$ cat config.mk
export PLATFORM = sky130hd
export DESIGN_NAME = i2c_master_arbiter
export DESIGN_NICKNAME = d
export VERILOG_FILES = /design/src/rtl/i2c_master_arbiter.sv
export SDC_FILE = /design/constraint.sdc
export NUM_CORES = 1
export LEC_CHECK = 0
export CAP_MARGIN = 20
export CORE_MARGIN = 2
export CORE_UTILIZATION = 34
export CTS_BUF_LIST = sky130_fd_sc_hd__clkbuf_4 sky130_fd_sc_hd__clkbuf_8
export DETAILED_ROUTE_END_ITERATION = 10
export MAX_ROUTING_LAYER = met4
export PLACE_DENSITY = 0.95
export SYNTH_ARGS = -nofsm -noshare
export SYNTH_HDL_FRONTEND = slang
export SYNTH_SLANG_ARGS = --single-unit
$ cat constraint.sdc
create_clock -name i_local_clk -period 2.94 [get_ports i_local_clk]
set_input_delay 0.588 -clock i_local_clk [delete_from_list [all_inputs] [get_ports i_local_clk]]
set_output_delay 0.588 -clock i_local_clk [all_outputs]
set_load 0.02 [all_outputs]
$ cat src/rtl/i2c_master_arbiter.sv
// Round-robin arbiter sharing one i2c_master between P_NUM_REQ requesters on i_local_clk.
// Define I2C_ARB_BUSY_TIMEOUT_EN to add a watchdog on the master's busy assertion.
module i2c_master_arbiter #(
    parameter int P_NUM_REQ = 2,
    parameter int P_LEN_W   = 9,
    parameter int P_BUSY_TO = 16
) (
    input  logic                           i_local_clk,
    input  logic                           i_rst_n,
    input  logic [P_NUM_REQ-1:0]           i_req,
    input  logic [8*P_NUM_REQ-1:0]         i_req_dev_addr,
    input  logic [P_LEN_W*P_NUM_REQ-1:0]   i_req_num,
    input  logic [8*P_NUM_REQ-1:0]         i_req_reg_addr,
    input  logic [8*P_NUM_REQ-1:0]         i_req_wr_data,
    output logic [P_NUM_REQ-1:0]           o_gnt,
    output logic [P_NUM_REQ-1:0]           o_wr_done,
    output logic [P_NUM_REQ-1:0]           o_rd_valid,
    output logic [7:0]                     o_rd_data,
    output logic [P_NUM_REQ-1:0]           o_done,
    output logic [P_NUM_REQ-1:0]           o_err,
    output logic                           o_m_start,
    output logic [7:0]                     o_m_device_addr,
    output logic [P_LEN_W-1:0]             o_m_req_num,
    output logic [7:0]                     o_m_reg_addr,
    output logic [7:0]                     o_m_wr_data,
    input  logic                           i_m_busy,
    input  logic                           i_m_wr_done,
    input  logic                           i_m_rd_valid,
    input  logic [7:0]                     i_m_rd_data,
    input  logic                           i_m_ack_erro,
    input  logic                           i_m_erro_valid
);

    localparam int IDX_W = $clog2(P_NUM_REQ);

    typedef enum logic [2:0] {
        S_IDLE      = 3'd0,
        S_START     = 3'd1,
        S_WAIT_BUSY = 3'd2,
        S_RUN       = 3'd3,
        S_DONE      = 3'd4
    } state_t;

    state_t             state_q, state_d;
    logic [IDX_W-1:0]   gnt_idx_q, gnt_idx_d;
    logic [IDX_W-1:0]   rr_q, rr_d;
    logic [7:0]         dev_addr_q, dev_addr_d;
    logic [P_LEN_W-1:0] req_num_q, req_num_d;
    logic               err_q, err_d;

    logic               win_found;
    logic [IDX_W-1:0]   win_idx;
    logic [7:0]         win_dev_addr;
    logic [P_LEN_W-1:0] win_req_num;
    logic               gnt_active;
    logic               err_hit;
    logic               to_expired;

    assign err_hit    = i_m_erro_valid & i_m_ack_erro;
    assign gnt_active = (state_q == S_START) || (state_q == S_WAIT_BUSY) ||
                        (state_q == S_RUN)   || (state_q == S_DONE);

`ifdef I2C_ARB_BUSY_TIMEOUT_EN
    localparam int TO_W = $clog2(P_BUSY_TO + 1);

    logic [TO_W-1:0] to_cnt_q, to_cnt_d;

    // Counts idle WAIT_BUSY cycles; expires on the P_BUSY_TO-th one.
    always_comb begin
        to_cnt_d = '0;
        if (state_q == S_WAIT_BUSY && !i_m_busy) begin
            to_cnt_d = to_cnt_q + 1'b1;
        end
    end

    always_ff @(posedge i_local_clk or negedge i_rst_n) begin
        if (!i_rst_n) begin
            to_cnt_q <= '0;
        end else begin
            to_cnt_q <= to_cnt_d;
        end
    end

    assign to_expired = (to_cnt_q == TO_W'(P_BUSY_TO - 1));
`else
    assign to_expired = 1'b0;
`endif

    // Winner: first requester at or after the rr pointer, wrapping modulo P_NUM_REQ.
    always_comb begin
        win_found    = 1'b0;
        win_idx      = '0;
        win_dev_addr = '0;
        win_req_num  = '0;
        for (int off = 0; off < P_NUM_REQ; off++) begin
            for (int k = 0; k < P_NUM_REQ; k++) begin
                if (!win_found && i_req[k] &&
                    ((int'(rr_q) + off == k) || (int'(rr_q) + off == k + P_NUM_REQ))) begin
                    win_found    = 1'b1;
                    win_idx      = IDX_W'(k);
                    win_dev_addr = i_req_dev_addr[8*k +: 8];
                    win_req_num  = i_req_num[P_LEN_W*k +: P_LEN_W];
                end
            end
        end
    end

    // NOTE: every signal gets a default before the case so no path leaves it unassigned (no latches).
    always_comb begin
        state_d    = state_q;
        gnt_idx_d  = gnt_idx_q;
        rr_d       = rr_q;
        dev_addr_d = dev_addr_q;
        req_num_d  = req_num_q;
        err_d      = err_q;
        case (state_q)
            S_IDLE: begin
                if (win_found && !i_m_busy) begin
                    state_d    = S_START;
                    gnt_idx_d  = win_idx;
                    dev_addr_d = win_dev_addr;
                    req_num_d  = win_req_num;
                    err_d      = 1'b0;
                end
            end
            S_START: state_d = S_WAIT_BUSY;
            S_WAIT_BUSY: begin
                if (err_hit) err_d = 1'b1;
                if (i_m_busy) begin
                    state_d = S_RUN;
                end else if (to_expired) begin
                    state_d = S_DONE;
                    err_d   = 1'b1;
                end
            end
            S_RUN: begin
                if (err_hit) err_d = 1'b1;
                if (!i_m_busy) state_d = S_DONE;
            end
            S_DONE: begin
                state_d = S_IDLE;
                rr_d    = (gnt_idx_q == IDX_W'(P_NUM_REQ - 1)) ? '0 : gnt_idx_q + 1'b1;
            end
            default: state_d = S_IDLE;
        endcase
    end

    // NOTE: sequential state uses non-blocking assignments so all flops update together.
    always_ff @(posedge i_local_clk or negedge i_rst_n) begin
        if (!i_rst_n) begin
            state_q    <= S_IDLE;
            gnt_idx_q  <= '0;
            rr_q       <= '0;
            dev_addr_q <= '0;
            req_num_q  <= '0;
            err_q      <= 1'b0;
        end else begin
            state_q    <= state_d;
            gnt_idx_q  <= gnt_idx_d;
            rr_q       <= rr_d;
            dev_addr_q <= dev_addr_d;
            req_num_q  <= req_num_d;
            err_q      <= err_d;
        end
    end

    // Per-requester routing; everything is gated by the held grant so idle requesters see zeros.
    always_comb begin
        o_gnt        = '0;
        o_wr_done    = '0;
        o_rd_valid   = '0;
        o_done       = '0;
        o_err        = '0;
        o_m_reg_addr = '0;
        o_m_wr_data  = '0;
        for (int k = 0; k < P_NUM_REQ; k++) begin
            if (gnt_active && (gnt_idx_q == IDX_W'(k))) begin
                o_gnt[k]      = 1'b1;
                o_wr_done[k]  = i_m_wr_done;
                o_rd_valid[k] = i_m_rd_valid;
                o_done[k]     = (state_q == S_DONE);
                o_err[k]      = (state_q == S_DONE) && err_q;
                o_m_reg_addr  = i_req_reg_addr[8*k +: 8];
                o_m_wr_data   = i_req_wr_data[8*k +: 8];
            end
        end
    end

    assign o_m_start       = (state_q == S_START);
    assign o_m_device_addr = dev_addr_q;
    assign o_m_req_num     = req_num_q;
    assign o_rd_data       = i_m_rd_data;

endmodule

==> impl_metrics.json <==
{
  "status": "complete, no violations",
  "diodes": 0,
  "synthesis.nets": 206,
  "hold_start": "o_m_req_num[6]$_DFFE_PN0P_",
  "ys_ff_latch": 23,
  "fillCellCount": 318,
  "cap_viol_max_count": 0,
  "syn-instance-count": 123,
  "slew_headroom_pct": 46.5,
  "vdd_ir_drop_max_uv": 369,
  "antenna_found_initial": 0,
  "dpl.hpwl_um": 3790,
  "core_um2": 4090,
  "grt_pass1_vias": 1482,
  "htree_levels": 1,
  "fin_crit_ps": 2830,
  "final_util_pct": 65.8,
  "design_area_um2": 2690,
  "rsz0062_at_grt": "false",
  "slowest_delay_ps": 610,
  "fp.dieArea_um2": 4880,
  "synth_cell_types": 30,
  "syn_area_um2": 1480,
  "avgSynthCellArea_um2": 12.0,
  "row_count": 23,
  "clockBufferDepth": 2,
  "startpoint_type": "flip-flop",
  "critPathTopFamily": "buffers and inverters",
  "drc": 0,
  "hp-class": "flip-flop to flip-flop",
  "dp.cells": 279,
  "clk_pin_slew_ps": 80,
  "grt_pass1_wl_um": 7510,
  "root_buffer": "clkbuf_8",
  "grtUsageTotal_pct": 19.4,
  "cp_cell_sequence": "o21a_1 > nor3_4 > buf_4 > a22o_1 > clkdlybuf4s50_1",
  "setup_viol": 0,
  "gp_congestion": 0.958,
  "cp-end-kind": "output port",
  "powerDensity_nw_per_um2": 920,
  "worstMarginPinSlew_ps": 798,
  "ff_latch_area_um2": 577,
  "tns_ps": 0,
  "wl_um": 4850,
  "crit_buf_inv": 2,
  "synth.area.top_cells": "dfrtp_1 (39%), a32o_1 (12%), a22o_1 (9.5%)",
  "fin_cells": 283,
  "synth_top_area_cell": "dfrtp_1",
  "avgViaCountPerCell": 5.31,
  "holdWs_ps": 517,
  "wl_per_cell_um": 17.1,
  "r2r_start": "state_q[0]$_DFFE_PN0P_",
  "portBuffers": 118,
  "synth_top_area_share_pct": 39.0,
  "cts_hold_buf": 0,
  "period_share_pct": 96.2,
  "clk_latency_ps": 260,
  "slew_viol_final": 0,
  "place_area_um2": 2640,
  "yosys_warnings": 0,
  "clkSinkCount": 23,
  "fin_skew_ps": 3.14,
  "multiInputGateArea_um2": 766,
  "grt_max_degree": 24,
  "arrival_ps": 2240,
  "io-pin-count": 135,
  "synthToLayoutAreaGrowth_pct": 82.4,
  "layout-drive-gt1-share_pct": 14.6,
  "nets": 317,
  "cts_tree": "built",
  "crit_slowest_cell": "clkdlybuf4s50_1",
  "critPathKind": "flip-flop to output port",
  "initial_core_util_pct": 36.1,
  "yosysSeqAreaShare_pct": 39.0,
  "clock.fmax_ghz": 0.354,
  "antenna_left": 0,
  "startpoint": "state_q[0]$_DFFE_PN0P_",
  "vias": 1503,
  "overflow": 0,
  "drtIter0Drc": 69,
  "cts_buffers": 3,
  "crit_path_max_fanout": 19,
  "dr.pass1.iters": 4,
  "dieHeight_um": 69.9,
  "p_leak_nw": 1.10,
  "worstPathRequired_ps": 2350,
  "hold_violations": 0,
  "fp.dieW_um": 69.9
}
through the flow:
stage	total power, mW	setup slack (ps)
floorplan	1.53	764
global placement	2.26	421
detailed placement	2.29	382
CTS	2.50	75.2
global route	2.61	3.31
finish	2.48	112
cell families after synthesis:
kind of cell / Yosys count / synth area share (%)
AO/OA/AOI/OAI: 38 / 23.5
buffers and inverters: 20 / 9.50
AND/OR/NAND/NOR: 24 / 12.3
multiplexers: 18 / 15.7
flip-flops: 23 / 39.0
cell usage after synthesis:
cell,number
buf_4,8
nor2_1,4
nor3_4,3
a32o_1,17
and2_1,4
nor3b_1,1
and3b_1,1
a21boi_2,1
or4_1,1
nor3_1,3
nand4b_1,1
nor3b_2,1
a22o_1,16
clkbuf_1,4
buf_2,3
mux2_2,9
inv_1,2
mux2_4,8
a21o_1,1
dfrtp_1,23
a21oi_1,1
buf_6,2
nand2b_1,1
or3b_2,1
o21a_1,1
o21ai_0,1
nor4bb_1,1
mux2i_1,1
nand2_1,2
buf_12,1
what timing repair did:
action	in CTS	in global routing
gates resized for setup	0	3
setup buffers	0	0
endpoints found under the setup margin	0	8
layout by cell type, fill, tap and decap left out, types with 2 or more instances in the layout:
| cell | netlist | layout |
|---|---|---|
| buf_4 | 8 | 6 |
| nand2_1 | 2 | 2 |
| a22o_1 | 16 | 16 |
| clkbuf_8 | 0 | 3 |
| a32o_1 | 17 | 17 |
| mux2_4 | 8 | 8 |
| and2_1 | 4 | 4 |
| nor3_1 | 3 | 3 |
| mux2_2 | 9 | 9 |
| dfrtp_1 | 23 | 22 |
| clkdlybuf4s50_1 | 0 | 116 |
| dlymetal6s2s_1 | 0 | 2 |
| nor2_1 | 4 | 4 |
| inv_1 | 2 | 2 |
| nor3_4 | 3 | 3 |
layer usage:
| metal | GRT usage, % | up-vias | part of all wire, % |
|---|---|---|---|
| met5 | - | - | 0 |
| met4 | 3.85 | 0 | 0.78 |
| met2 | 32.4 | 88 | 48 |
| met1 | 24.6 | 713 | 42 |
| li1 | - | 696 | - |
| met3 | 3.90 | 6 | 8.7 |
layout make-up:
| type | count | area share [%] |
|---|---|---|
| sequential | 23 | 21.4 |
| multi-input combinational | 80 | 28.5 |
| timing repair buffer | 124 | 45.8 |
| clock inverter | 1 | 0.186 |
| clock buffer | 3 | 1.53 |
| inverter | 2 | 0.279 |
| tap | 50 | 2.33 |
where the power goes:
group,total (mW),switching [mW],internal [mW]
clock network,0.197,0.103,0.0946
registers,0.574,0.115,0.459
logic,1.70,0.795,0.910
total,2.48,1.01,1.46
flip-flops by register name (all words and copies together) (netlist names):
name,count
rr_q,1
err_q,1
o_m_device_addr,8
state_q,3
gnt_idx_q,1
o_m_req_num,9
worst paths after layout:
kind                                                   to  slack, ps  depth (start not counted)
max in group asynchronous          state_q[1]$_DFFE_PN0P_       2010                          2
hold reg to reg                o_m_req_num[6]$_DFFE_PN0P_        520                          1
min in group asynchronous  o_m_device_addr[2]$_DFFE_PN0P_        680                          2
hold / removal                 o_m_req_num[6]$_DFFE_PN0P_        520                          1
setup / recovery                           o_m_wr_data[2]        110                          5
setup reg to reg               o_m_req_num[2]$_DFFE_PN0P_       1120                          4
Power figures use the tool's default switching activity.
